<file path="config.mk">
export PLATFORM = sky130hd
export DESIGN_NAME = mem_access_unit_flat
export DESIGN_NICKNAME = d
export VERILOG_FILES = /design/src/rtl/mem_access_unit_if.sv /design/src/rtl/mem_access_unit.sv /design/src/flat_wrapper.sv
export SDC_FILE = /design/constraint.sdc
export NUM_CORES = 1
export LEC_CHECK = 0
export BUFFER_PORTS_ARGS = -buffer_cell sky130_fd_sc_hd__buf_2
export CAP_MARGIN = 0
export CORE_UTILIZATION = 50
export CTS_CLUSTER_SIZE = 28
export DETAILED_ROUTE_END_ITERATION = 7
export GPL_TIMING_DRIVEN = 0
export PLACE_DENSITY = 0.82
export RECOVER_POWER = 25
export SLEW_MARGIN = 20
export SYNTH_ARGS = -nofsm -noshare
export SYNTH_HDL_FRONTEND = slang
export SYNTH_SLANG_ARGS = --single-unit
</file>
<file path="constraint.sdc">
create_clock -name clk -period 6.9 [get_ports clk]
set_input_delay 2.07 -clock clk [delete_from_list [all_inputs] [get_ports clk]]
set_output_delay 2.07 -clock clk [all_outputs]
set_load 0.02 [all_outputs]
</file>
<file path="src/rtl/mem_access_unit_if.sv">
// Data-bus interface between mem_access_unit (master) and the memory side (slave).
interface mem_access_unit_if;
  logic        bus_req;
  logic        bus_we;
  logic [31:0] bus_addr;
  logic [3:0]  bus_be;
  logic [31:0] bus_wdata;
  logic [31:0] bus_rdata;
  logic        bus_ack;

  modport master (
    output bus_req, bus_we, bus_addr, bus_be, bus_wdata,
    input  bus_rdata, bus_ack
  );

  modport slave (
    input  bus_req, bus_we, bus_addr, bus_be, bus_wdata,
    output bus_rdata, bus_ack
  );
endinterface

</file>
<file path="src/rtl/mem_access_unit.sv">
// M-stage load/store unit: byte-lane bus transaction, ack wait with watchdog, load extension.
// Optional macro MEM_ALIGN_EXC_EN: trap misaligned accesses via adelM/adesM instead of aligning.
module mem_access_unit #(
  parameter int unsigned TIMEOUT = 256
) (
  input  logic        clk,
  input  logic        rst,
  input  logic        memenM,
  input  logic        memwriteM,
  input  logic [1:0]  memsizeM,
  input  logic        memsignM,
  input  logic [31:0] aluoutM,
  input  logic [31:0] writedataM,
  output logic [31:0] readdataM,
  output logic        stallM,
  output logic        buserrM,
  output logic        adelM,
  output logic        adesM,
  mem_access_unit_if.master bus
);

  localparam int unsigned CNT_W = (TIMEOUT > 1) ? $clog2(TIMEOUT) : 1;

  localparam logic [1:0] IDLE = 2'd0;
  localparam logic [1:0] REQ  = 2'd1;
  localparam logic [1:0] DONE = 2'd2;

  logic [1:0]       state_q,  state_d;
  logic [CNT_W-1:0] cnt_q,    cnt_d;
  logic [31:0]      rdata_q,  rdata_d;
  logic             buserr_q, buserr_d;
  logic             req_q,    req_d;
  logic             we_q,     we_d;
  logic [31:0]      addr_q,   addr_d;
  logic [3:0]       be_q,     be_d;
  logic [31:0]      wdata_q,  wdata_d;
  logic [1:0]       off_q,    off_d;
  logic [1:0]       size_q,   size_d;
  logic             sign_q,   sign_d;

  logic        is_half_c, is_word_c, accept_c;
  logic [1:0]  off_c;
  logic [3:0]  be_c;
  logic [31:0] wdata_c, lane_c, load_c;

  assign is_half_c = (memsizeM == 2'b01);
  assign is_word_c = memsizeM[1];

  // Offending low address bits are dropped so every access is naturally aligned.
  assign off_c = is_word_c ? 2'b00 : (is_half_c ? {aluoutM[1], 1'b0} : aluoutM[1:0]);

`ifdef MEM_ALIGN_EXC_EN
  logic misalign_c;
  assign misalign_c = (is_half_c & aluoutM[0]) | (is_word_c & (|aluoutM[1:0]));
  assign accept_c   = memenM & ~misalign_c;
  assign adelM      = (state_q == IDLE) & memenM & misalign_c & ~memwriteM;
  assign adesM      = (state_q == IDLE) & memenM & misalign_c &  memwriteM;
`else
  assign accept_c   = memenM;
  assign adelM      = 1'b0;
  assign adesM      = 1'b0;
`endif

  // Store lane steering.
  always_comb begin
    be_c    = 4'b1111;
    wdata_c = writedataM;
    if (!is_word_c) begin
      if (is_half_c) begin
        be_c    = off_c[1] ? 4'b1100 : 4'b0011;
        wdata_c = {2{writedataM[15:0]}};
      end else begin
        be_c    = 4'b0001 << off_c;
        wdata_c = {4{writedataM[7:0]}};
      end
    end
  end

  // Load lane extraction and extension from the captured access attributes.
  assign lane_c = bus.bus_rdata >> {off_q, 3'b000};
  always_comb begin
    load_c = lane_c;
    if (!size_q[1]) begin
      if (size_q == 2'b01) load_c = {{16{sign_q & lane_c[15]}}, lane_c[15:0]};
      else                 load_c = {{24{sign_q & lane_c[7]}},  lane_c[7:0]};
    end
  end

  // Next-state and combinational stall.
  always_comb begin
    state_d  = state_q;
    cnt_d    = cnt_q;
    rdata_d  = rdata_q;
    buserr_d = 1'b0;
    we_d     = we_q;
    addr_d   = addr_q;
    be_d     = be_q;
    wdata_d  = wdata_q;
    off_d    = off_q;
    size_d   = size_q;
    sign_d   = sign_q;
    stallM   = 1'b0;

    case (state_q)
      IDLE: begin
        if (accept_c) begin
          stallM  = 1'b1;
          state_d = REQ;
          cnt_d   = '0;
          we_d    = memwriteM;
          addr_d  = {aluoutM[31:2], 2'b00};
          be_d    = be_c;
          wdata_d = wdata_c;
          off_d   = off_c;
          size_d  = memsizeM;
          sign_d  = memsignM;
        end
      end
      REQ: begin
        stallM = 1'b1;
        cnt_d  = cnt_q + CNT_W'(1);
        if (bus.bus_ack) begin
          state_d = DONE;
          if (!we_q) rdata_d = load_c;
        end else if ((TIMEOUT != 0) && (cnt_q == CNT_W'(TIMEOUT - 1))) begin
          state_d  = DONE;
          buserr_d = 1'b1;
        end
      end
      DONE:    state_d = IDLE;
      default: state_d = IDLE;
    endcase

    req_d = (state_d == REQ);
  end

  always_ff @(posedge clk or posedge rst) begin
    if (rst) begin
      state_q  <= IDLE;
      cnt_q    <= '0;
      rdata_q  <= '0;
      buserr_q <= 1'b0;
      req_q    <= 1'b0;
      we_q     <= 1'b0;
      addr_q   <= '0;
      be_q     <= '0;
      wdata_q  <= '0;
      off_q    <= '0;
      size_q   <= '0;
      sign_q   <= 1'b0;
    end else begin
      state_q  <= state_d;
      cnt_q    <= cnt_d;
      rdata_q  <= rdata_d;
      buserr_q <= buserr_d;
      req_q    <= req_d;
      we_q     <= we_d;
      addr_q   <= addr_d;
      be_q     <= be_d;
      wdata_q  <= wdata_d;
      off_q    <= off_d;
      size_q   <= size_d;
      sign_q   <= sign_d;
    end
  end

  assign readdataM     = rdata_q;
  assign buserrM       = buserr_q;
  assign bus.bus_req   = req_q;
  assign bus.bus_we    = we_q;
  assign bus.bus_addr  = addr_q;
  assign bus.bus_be    = be_q;
  assign bus.bus_wdata = wdata_q;

endmodule

</file>
<file path="src/flat_wrapper.sv">
// flat-port wrapper written by rule: the top's interface ports become plain ports
module mem_access_unit_flat 
#(
  parameter int unsigned TIMEOUT = 256
)
  (clk, rst, memenM, memwriteM, memsizeM, memsignM, aluoutM, writedataM, readdataM, stallM, buserrM, adelM, adesM, bus_bus_req, bus_bus_we, bus_bus_addr, bus_bus_be, bus_bus_wdata, bus_bus_rdata, bus_bus_ack);
  mem_access_unit_if bus_i ();
  input  logic clk;
  input  logic rst;
  input  logic memenM;
  input  logic memwriteM;
  input  logic [1:0] memsizeM;
  input  logic memsignM;
  input  logic [31:0] aluoutM;
  input  logic [31:0] writedataM;
  output logic [31:0] readdataM;
  output logic stallM;
  output logic buserrM;
  output logic adelM;
  output logic adesM;
  output wire logic [$bits(bus_i.bus_req)-1:0] bus_bus_req;
  output wire logic [$bits(bus_i.bus_we)-1:0] bus_bus_we;
  output wire logic [$bits(bus_i.bus_addr)-1:0] bus_bus_addr;
  output wire logic [$bits(bus_i.bus_be)-1:0] bus_bus_be;
  output wire logic [$bits(bus_i.bus_wdata)-1:0] bus_bus_wdata;
  input wire logic [$bits(bus_i.bus_rdata)-1:0] bus_bus_rdata;
  input wire logic [$bits(bus_i.bus_ack)-1:0] bus_bus_ack;
  assign bus_bus_req = bus_i.bus_req;
  assign bus_bus_we = bus_i.bus_we;
  assign bus_bus_addr = bus_i.bus_addr;
  assign bus_bus_be = bus_i.bus_be;
  assign bus_bus_wdata = bus_i.bus_wdata;
  assign bus_i.bus_rdata = bus_bus_rdata;
  assign bus_i.bus_ack = bus_bus_ack;
  mem_access_unit #(.TIMEOUT(TIMEOUT)) u_core (.clk(clk), .rst(rst), .memenM(memenM), .memwriteM(memwriteM), .memsizeM(memsizeM), .memsignM(memsignM), .aluoutM(aluoutM), .writedataM(writedataM), .readdataM(readdataM), .stallM(stallM), .buserrM(buserrM), .adelM(adelM), .adesM(adesM), .bus(bus_i));
endmodule
</file>
[Yosys cells after proc, flatten, opt, wreduce, memory -nomap -nowiden]
Cells that the tools add are included.
Storage, ports and cells
  register bits after elaboration: 116
  output and inout port bits: 106
  logic and storage cells: 49
Operators by class
  bitwise operators: 3
  multiplexer cells: 20
  equal/unequal tests: 6
  reductions and logical operators: 5
  add/subtract/negate cells: 1
  shifts and indexed selects: 2
Operators by type and width (number)
  $mux W32: 4
  $shr A32 B5 Y32: 1
  $pmux W8 S2: 1
  $mux W4: 3
  $add A8 B1 Y8 const B: 1
  $eq A2 B1 Y1 const B: 4
  $eq A8 B8 Y1 const B: 1
  $mux W2: 4
  $mux W8: 1
  $mux W1: 5
  $pmux W2 S2: 1
  $reduce_and A2 Y1: 2
  $shl A1 B2 Y4 const A: 1
  $reduce_and A3 Y1: 1
  $and A1 B1 Y1: 2
  $logic_not A2 Y1: 1
  $ne A2 B2 Y1 const B: 1
  $pmux W1 S2: 1
  $reduce_bool A2 Y1: 1
  $not A1 Y1: 1

[Depth between registers and ports, before layout]
Gate-level depths: netlist of the first run.
  word-level depth: 6
  depth in mapped cells: 7
  gate-level depth less buffers: 4

[Least setup slack after synthesis of the first run]
Ideal clock, no wire load.
  path kind: input port to output port
  start point: input memenM
  end point: output stallM
  data arrival time: 2.537 ns
  data required time: 4.830 ns
  stages: 2
  slack: 2.293 ns
  cells stage by stage: o21bai_1 -> inv_1
On the way
  word-level cells in the longest chain between the ends: 2
RTL lines
  start, declared: line flat_wrapper.sv:10  | input logic memenM;
  $mux W1: line mem_access_unit.sv:106  | if (accept_c) begin
  $pmux W1 S2: line mem_access_unit.sv:104  | case (state_q)
  end, declared: line flat_wrapper.sv:17  | output logic stallM;
No other way between the ends.

[Final worst setup path of the first run]
Same ends and word-level chain as after synthesis.

==> flow_summary.yaml, run 1 <==
status:
  outcome: "finished with violations"
  violations: "max-capacitance violations, max-slew violations"
setup_path:
  rr_worst_depth: 5
  setup.worst_path.start: "memenM"
  regToRegSetupSlack_ns: 4.96
  reg2reg_from: "u_core.state_q[1]"
  r2r-end: "u_core.readdataM[19]"
  crit_path_end_kind: "primary output"
  start_kind: "primary input"
  critPathKind: "in2out"
  cp_max_fo: 7
  crit_end: "stallM"
  worstPathRequired_ns: 4.83
  arrival_ns: 2.90
timing:
  fin_ws_ns: 1.932
  final-setup-viol-count: 0
  fmax_mhz: 201.3
  drv_slew: 84
  fin_skew_ns: 0.01378
  rsz0062_at_grt: "no"
  timing.final.crit_share_pct: 71.99
  min_period_ns: 4.968
  finalSetupTns_ns: 0
  hold_viol_final: 0
  worst_pin_slew_ns: 2.000
  whs_ns: 0.4652
  slew_headroom_pct: -33.32
drt:
  finalWirelength_mm: 15.62
  vias_per_cell: 5.285
  wirelength_met1_mm: 5.999
  top_layer_used: "met4"
  dr.first_iter.drc_count: 361
  wl_per_cell_microns: 16.32
  wl_met3_mm: 1.298
  ant_nets: 0
  dr_wl_met2_mm: 7.830
  dr.pass1.iters: 6
  num_vias: 5058
  drcViolationCount: 0
placed_design:
  hpwl_mm: 11.61
  gp_congestion: 0.8765
  portBuffers: 205
  placed_cells: 926
  place_ws_ns: 1.953
finish:
  drive_gt1_share_pct: 31.18
  finalNonFillerCells: 957
  final_common_cell: "buf_2"
  areaGrowthSynthToFinish_pct: 33.82
  finish.net_count: 914
  mostFrequentLayoutCells: "buf_2, nand2_1, dfrtp_1"
  diodes: 0
clock_tree:
  htree_levels: 4
  numCtsBuffers: 17
  cts_sinks: 116
  cts.clk_slew.worst_paths_ns: 0.05
  cts-hold-fix-buffers: 0
  cts_tree: "yes"
  root_buffer: "clkbuf_8"
  post_cts_buffers: 0
  cts_buffer_depth: 2
  clk_latency_ns: 0.51
  ctsResizeCount: 0
die:
  die_h_microns: 104.7
  die-width_microns: 104.7
  rows: 37
  start_util_pct: 51.34
  core_area_sq_mm: 0.01028
  fp.dieArea_sq_mm: 0.01097
  io_pins: 210
grt:
  grt-ovfl-total: 0
  grt_max_degree: 84
  grt_pass1_vias: 5245
  antenna_found_initial: 0
  globalRouteTotalUtil_pct: 30.19
  grt_pass1_wl_mm: 25.49
power_and_ir_drop:
  p_per_area_mw_per_mm2: 456.1
  peakVddDrop_v: 0.0002763
  power_mw: 3.220
  leakagePower_nw: 3.665
yosys:
  synth-edff-count: 0
  seq_area_frac_synth_pct: 55.02
  postSynthAreaPerCell_sq_um: 9.081
  post-synth-top-area-cell: "dfrtp_1"
  synth_area_sq_mm: 0.005276
  yosys_warnings: 0
  ys.flop_type: "dfrtp_1"
  synth_cells: 581
  yosys_register_bits: 116
  synth_cell_types: 35
  synthArstFlopShare_pct: 100.0
  yosysTopAreaCellShare_pct: 55.02
  synth.area.top_cells: "dfrtp_1, nand2_1, mux2i_1"
min_path:
  hp-class: "reg2reg"
job:
  cap_violations: 1
==> registers in the layout, indices dropped and copies added (netlist names) <==
signal                flops
u_core.cnt_q              8
u_core.bus.bus_be         4
u_core.bus.bus_we         1
u_core.bus.bus_wdata     32
u_core.size_q             2
u_core.state_q            2
u_core.bus.bus_addr      30
u_core.bus.bus_req        1
u_core.readdataM         32
u_core.sign_q             1
u_core.off_q              2
u_core.buserrM            1
==> per-layer routing <==
metal  up-vias  global-route usage [%]
met5         -                       0
met4         0                   13.58
met3        41                   9.545
met2       251                   52.18
met1      2382                   34.14
li1       2384                       -
==> cell families after synthesis <==
family,share of synthesized area [%]
buffers and inverters,3.960
xor gates and xnor gates,0.3321
DFF,55.02
other,0.07107
and+or+nand+nor,20.25
muxes,6.498
AOI/OAI and AO/OA,13.64
adders and majority gates,0.2371
==> worst min-delay path by stage <==
stage,start,endpoint,cells past startpoint
2_1_floorplan,u_core.cnt_q[4],u_core.cnt_q[4],1
3_3_place_gp,u_core.bus.bus_addr[30],u_core.bus.bus_addr[30],2
3_5_place_dp,u_core.bus.bus_addr[27],u_core.bus.bus_addr[27],2
4_1_cts,u_core.bus.bus_wdata[2],u_core.bus.bus_wdata[2],2
5_1_grt,u_core.bus.bus_addr[28],u_core.bus.bus_addr[28],2
6_report,u_core.bus.bus_wdata[2],u_core.bus.bus_wdata[2],2
==> Yosys cell counts (2+ instances only) <==
| library cell | count |
|---|---|
| buf_6 | 2 |
| buf_1 | 2 |
| nand2b_1 | 2 |
| o21ai_0 | 38 |
| a21oi_1 | 41 |
| inv_1 | 3 |
| nor2_1 | 53 |
| nor2b_1 | 12 |
| o31ai_1 | 18 |
| a211oi_1 | 15 |
| buf_2 | 5 |
| nand3b_1 | 2 |
| mux2_2 | 8 |
| mux2i_1 | 23 |
| and2_1 | 2 |
| and3_1 | 2 |
| dfrtp_1 | 116 |
| xor2_1 | 2 |
| clkbuf_1 | 29 |
| buf_4 | 4 |
| nand4_1 | 4 |
| nand3_1 | 3 |
| nand2_1 | 180 |
| a31oi_1 | 4 |
==> power by group <==
part / total [mW] / leakage, nW / switching [mW] / internal, mW
clock network: 0.847 / 0.274 / 0.293 / 0.554
logic: 1.25 / 1.96 / 0.833 / 0.414
registers: 1.13 / 1.43 / 0.168 / 0.959
total: 3.22 / 3.67 / 1.29 / 1.93
==> worst max-delay path: stages <==
cell	delay [ns]
buf_2	0.12
o21bai_1	0.45
inv_1	0.08
buf_2	0.17
==> layout make-up <==
class / instances / area (sq um)
multi-input combinational: 422 / 2176
fill: 845 / 3217
inverter: 4 / 16.27
timing repair buffer: 206 / 1030
sequential: 116 / 2903
clock buffer: 21 / 439.2
clock inverter: 10 / 132.6
buffer: 42 / 193.9
tap: 136 / 170.2
==> metrics by stage <==
step                cell area, sq um  utilization, %
floorplan                       5288               -
global placement                6484           63.09
detailed placement              6516           63.40
CTS                             7088           68.97
global route                    7061           68.70
finish                          7061           68.70
Power figures use the tool's default switching activity.
==> run 2, diff against run 1 <==
- CORE_UTILIZATION: 50 -> 44
- PLACE_DENSITY: 0.82 -> 0.76
- clock period: 6.9 -> 4.2 ns (I/O delays scaled with it)
==> run 2 against run 1 <==
Compared with the run above: the flow finishes with violations (design-rule violations, max-capacitance violations, max-slew violations); setup slack got worse by 1.1 ns; sequential power up 63%; die area grew 13%; sequential cell count did not move; clock-buffer cell count shrank 3; core utilization decreased by 7.0 points.
==> flow_summary.yaml, run 2 (synthesized netlist as in run 1, its figures left out) <==
placed_design:
  hpwl_mm: 11.67
  portBuffers: 205
  placed_area_sq_mm: 0.006556
  placed_cells: 935
  gp_congestion: 0.9171
timing:
  hold_viol_final: 0
  drv_slew: 33
  rsz0062_at_grt: "no"
  slew_headroom_pct: -9.900
  finalSetupTns_ns: 0
  fmax_mhz: 294.9
  final-setup-viol-count: 0
  worst_pin_slew_ns: 1.649
  min_period_ns: 3.391
  fin_skew_ns: 0.01105
  timing.final.crit_share_pct: 80.73
  whs_ns: 0.4704
finish:
  post-route-util_pct: 61.71
  final_common_cell: "buf_2"
  finish.net_count: 916
  drive_gt1_share_pct: 31.55
  areaGrowthSynthToFinish_pct: 35.26
  mostFrequentLayoutCells: "buf_2, nand2_1, dfrtp_1"
  fillCellCount: 996
  post-route-cell-area_sq_mm: 0.007137
  finalNonFillerCells: 967
  diodes: 0
power_and_ir_drop:
  pwr-share-comb_pct: 38.1
  p_per_area_mw_per_mm2: 753.0
  p_sw_share_pct: 40.27
  leakagePower_nw: 3.677
  peakVddDrop_v: 0.0004008
  seq_power_share_pct: 34.2
  p_int_mw: 3.210
  pwr-share-clk_pct: 27.7
  switchingPower_mw: 2.164
grt:
  grt_pass1_vias: 4838
  grt-ovfl-total: 0
  grt_max_degree: 34
  antenna_found_initial: 0
  globalRouteTotalUtil_pct: 26.36
  grt_pass1_wl_mm: 25.30
drt:
  finalWirelength_mm: 15.79
  ant_nets: 0
  dr.first_iter.drc_count: 392
  vias_per_cell: 5.179
  num_vias: 5008
  dr.pass1.iters: 8
  drcViolationCount: 14
  wl_per_cell_microns: 16.33
die:
  start_util_pct: 45.62
  rows: 39
  die-width_microns: 111.5
  fp.dieArea_sq_mm: 0.01243
  core_area_sq_mm: 0.01156
  die_h_microns: 111.5
  io_pins: 210
setup_path:
  cp_max_fo: 7
  rr_worst_depth: 5
  arrival_ns: 2.13
  crit_path_end_kind: "primary output"
  critPathKind: "in2out"
  worstPathRequired_ns: 2.94
  start_kind: "primary input"
clock_tree:
  numCtsBuffers: 17
  cts.clk_slew.worst_paths_ns: 0.06
  cts_buffer_depth: 2
  cts_tree: "yes"
  root_buffer: "clkbuf_16"
  cts-hold-fix-buffers: 0
  ctsResizeCount: 0
  post_cts_buffers: 0
  clk_latency_ns: 0.40
  htree_levels: 4
  cts_sinks: 116
job:
  cap_violations: 2
min_path:
  hp-class: "reg2reg"
  hold_depth: 2
status:
  violations: "design-rule violations, max-capacitance violations, max-slew violations"
  outcome: "finished with violations"
-- run 2: final cells by class --
| class | count | area [sq um] | share of cell area (%) |
|---|---|---|---|
| buffer | 42 | 193.9 | 2.717 |
| clock inverter | 14 | 177.7 | 2.489 |
| clock buffer | 18 | 439.2 | 6.154 |
| tap | 143 | 178.9 | 2.507 |
| inverter | 4 | 16.27 | 0.2279 |
| multi-input combinational | 422 | 2176 | 30.49 |
| timing repair buffer | 208 | 1052 | 14.74 |
| sequential | 116 | 2903 | 40.67 |
-- run 2: per-stage QoR --
stage          total power, mW  setup WS (ns)
6_report                 5.374         0.8094
4_1_cts                  5.408         0.8297
3_5_place_dp             3.902         0.8329
5_1_grt                  5.693         0.5996
3_3_place_gp             3.850         0.7272
2_1_floorplan            3.124          1.213
-- run 2: per-layer routing --
layer | vias up | GRT usage [%] | share of wire (%)
li1 | 2401 | - | -
met1 | 2369 | 32.32 | 41
met2 | 229 | 44.17 | 50
met3 | 9 | 9.145 | 9.0
met4 | 0 | 7.477 | 0.92
met5 | - | 0 | 0
-- run 2: power by group through the flow --
| stage | combinational, mW | clock, mW | sequential, mW |
|---|---|---|---|
| after CTS | 2.06 | 1.51 | 1.84 |
| after global routing | 2.23 | 1.57 | 1.89 |
| after floorplan | 0.767 | 0 | 2.36 |
| after global placement | 2.01 | 0 | 1.84 |
| final | 2.05 | 1.49 | 1.84 |
| after detailed placement | 2.06 | 0 | 1.84 |
-- run 2: path summary, 6_finish.rpt --
path	start	endpoint	slack [ns]
max in group asynchronous	rst	u_core.bus.bus_wdata[15]	1.06
worst max register to register	u_core.state_q[1]	u_core.readdataM[23]	2.21
worst min-delay path	u_core.bus.bus_addr[9]	u_core.bus.bus_addr[9]	0.47
worst min register to register	u_core.bus.bus_addr[9]	u_core.bus.bus_addr[9]	0.47
min in group asynchronous	rst	u_core.readdataM[11]	1.10
worst max-delay path	memenM	stallM	0.81
-- run 2: critical path, stage by stage --
cell and delay, ns:
buf_2 0.12, o21bai_1 0.50, inv_1 0.08, buf_2 0.18
==> run 3, diff against run 2 <==
- CORE_UTILIZATION: 44 -> 49
- PLACE_DENSITY: 0.76 -> 0.81
- clock period: 4.2 -> 3.55 ns (I/O delays scaled with it)
==> run 3 against run 2 <==
Compared with the run above: the run now ends clean; via count increased by 0.96%; cell area decreased by 1.2%; sequential power increased by 19%; core utilization increased by 6.3 points; non-clock buffer count increased by 1; global-route usage increased by 3.3 points; cell count decreased by 1.0%; clock-buffer cell count increased by 3.
==> flow_summary.yaml, run 3 (synthesized netlist as in run 1, its figures left out) <==
die:
  die-width_microns: 105.8
  io_pins: 210
  die_h_microns: 105.8
  fp.dieArea_sq_mm: 0.01119
  start_util_pct: 50.88
  core_area_sq_mm: 0.01037
  rows: 37
timing:
  worst_pin_slew_ns: 1.300
  slew_headroom_pct: 13.31
  drv_slew: 0
  rsz0062_at_grt: "no"
  final-setup-viol-count: 0
  timing.final.crit_share_pct: 82.66
  finalSetupTns_ns: 0
  fin_skew_ns: 0.008812
  whs_ns: 0.4672
  min_period_ns: 2.934
  hold_viol_final: 0
  fmax_mhz: 340.8
setup_path:
  cpLargestDelayFamily: "compound AO/OA/AOI/OAI gates"
  crit_path_end_kind: "primary output"
  r2r-end: "u_core.readdataM[24]"
  cp_slowest_cell: "o21bai_1"
  regToRegSetupSlack_ns: 1.63
  start_kind: "primary input"
  critPathKind: "in2out"
  rr_worst_depth: 5
  worstPathRequired_ns: 2.48
  reg2reg_from: "u_core.state_q[1]"
  cp_max_fo: 7
  crit_chain: "clkbuf_1 -> o21bai_1 -> inv_1 -> buf_2"
  arrival_ns: 1.87
  slowest_delay_ns: 0.41
  cp_num_buf_inv: 3
grt:
  met3_usage_pct: 8.287
  use_met1_pct: 35.23
  grt_pass1_vias: 5049
  globalRouteTotalUtil_pct: 29.67
  grt_max_degree: 31
  grt_pass1_wl_mm: 25.30
  busiest_layer: "met2"
  grt-ovfl-total: 0
  antenna_found_initial: 0
  gr-usage-met2_pct: 50.89
finish:
  post-route-cell-area_sq_mm: 0.007048
  areaGrowthSynthToFinish_pct: 33.58
  finalNonFillerCells: 957
  final_common_cell: "buf_2"
  finish.net_count: 917
  mostFrequentLayoutCells: "buf_2, nand2_1, dfrtp_1"
  drive_gt1_share_pct: 31.06
  diodes: 0
power_and_ir_drop:
  leakagePower_nw: 3.671
  peakVddDrop_v: 0.0005204
  p_per_area_mw_per_mm2: 866.5
  power_mw: 6.107
drt:
  num_vias: 5056
  finalWirelength_mm: 15.77
  drcViolationCount: 0
  dr.first_iter.drc_count: 349
  wl_per_cell_microns: 16.48
  ant_nets: 0
  dr.pass1.iters: 5
  vias_per_cell: 5.283
placed_design:
  portBuffers: 205
  hpwl_mm: 12.03
  placed_area_sq_mm: 0.006590
  gp_congestion: 0.8881
  placed_cells: 929
clock_tree:
  cts_sinks: 116
  cts.clk_slew.worst_paths_ns: 0.05
  htree_levels: 4
  cts_buffer_depth: 2
  root_buffer: "clkbuf_8"
  post_cts_buffers: 0
  ctsResizeCount: 0
  cts-hold-fix-buffers: 0
  clk_latency_ns: 0.50
  cts_tree: "yes"
  numCtsBuffers: 17
min_path:
  hold_depth: 2
  hp-class: "reg2reg"
  min_from: "u_core.bus.bus_addr[21]"
  whs_endpoint: "u_core.bus.bus_addr[21]"
job:
  cap_violations: 0
status:
  outcome: "finished clean"
## run 3: power by group
group          leakage, nW  switching (mW)  internal, mW
registers             1.43           0.324          1.86
logic                 1.98            1.62         0.809
clock network        0.259           0.556         0.939
## run 3: worst register-to-register path, cell delays in order, from the launching register on
cell and delay, ns:
dfrtp_1 0.40, nand2b_1 0.26, nor3b_2 0.55, clkbuf_1 0.41, nor2_1 0.09, a21oi_1 0.13
## run 3: through the flow
stage	util (%)	setup slack, ns
floorplan	-	0.9530
global placement	62.56	0.3598
detailed placement	63.55	0.6192
CTS	68.46	0.6167
global route	67.97	0.5368
finish	67.97	0.6157
## run 3: layout make-up
type,instances,area (sq um)
clock buffer,21,449.2
buffer,42,193.9
clock inverter,7,60.06
tap,136,170.2
fill,877,3322
multi-input combinational,422,2176
inverter,4,16.27
sequential,116,2903
timing repair buffer,209,1080
## run 3: worst max-delay path by stage
stage,from,to,slack [ns],depth (start not counted)
6_report,memenM,stallM,0.62,4
5_1_grt,memenM,stallM,0.54,4
3_3_place_gp,rst,u_core.bus.bus_addr[25],0.36,2
3_5_place_dp,memenM,stallM,0.62,4
2_1_floorplan,memenM,stallM,0.95,2
4_1_cts,memenM,stallM,0.62,4
## run 3: layer usage
layer  routed length [microns]  vias up
li1                          -     2396
met1                      6259     2371
met2                      7800      261
met3                      1332       28
met4                       380        0
met5                         0        -
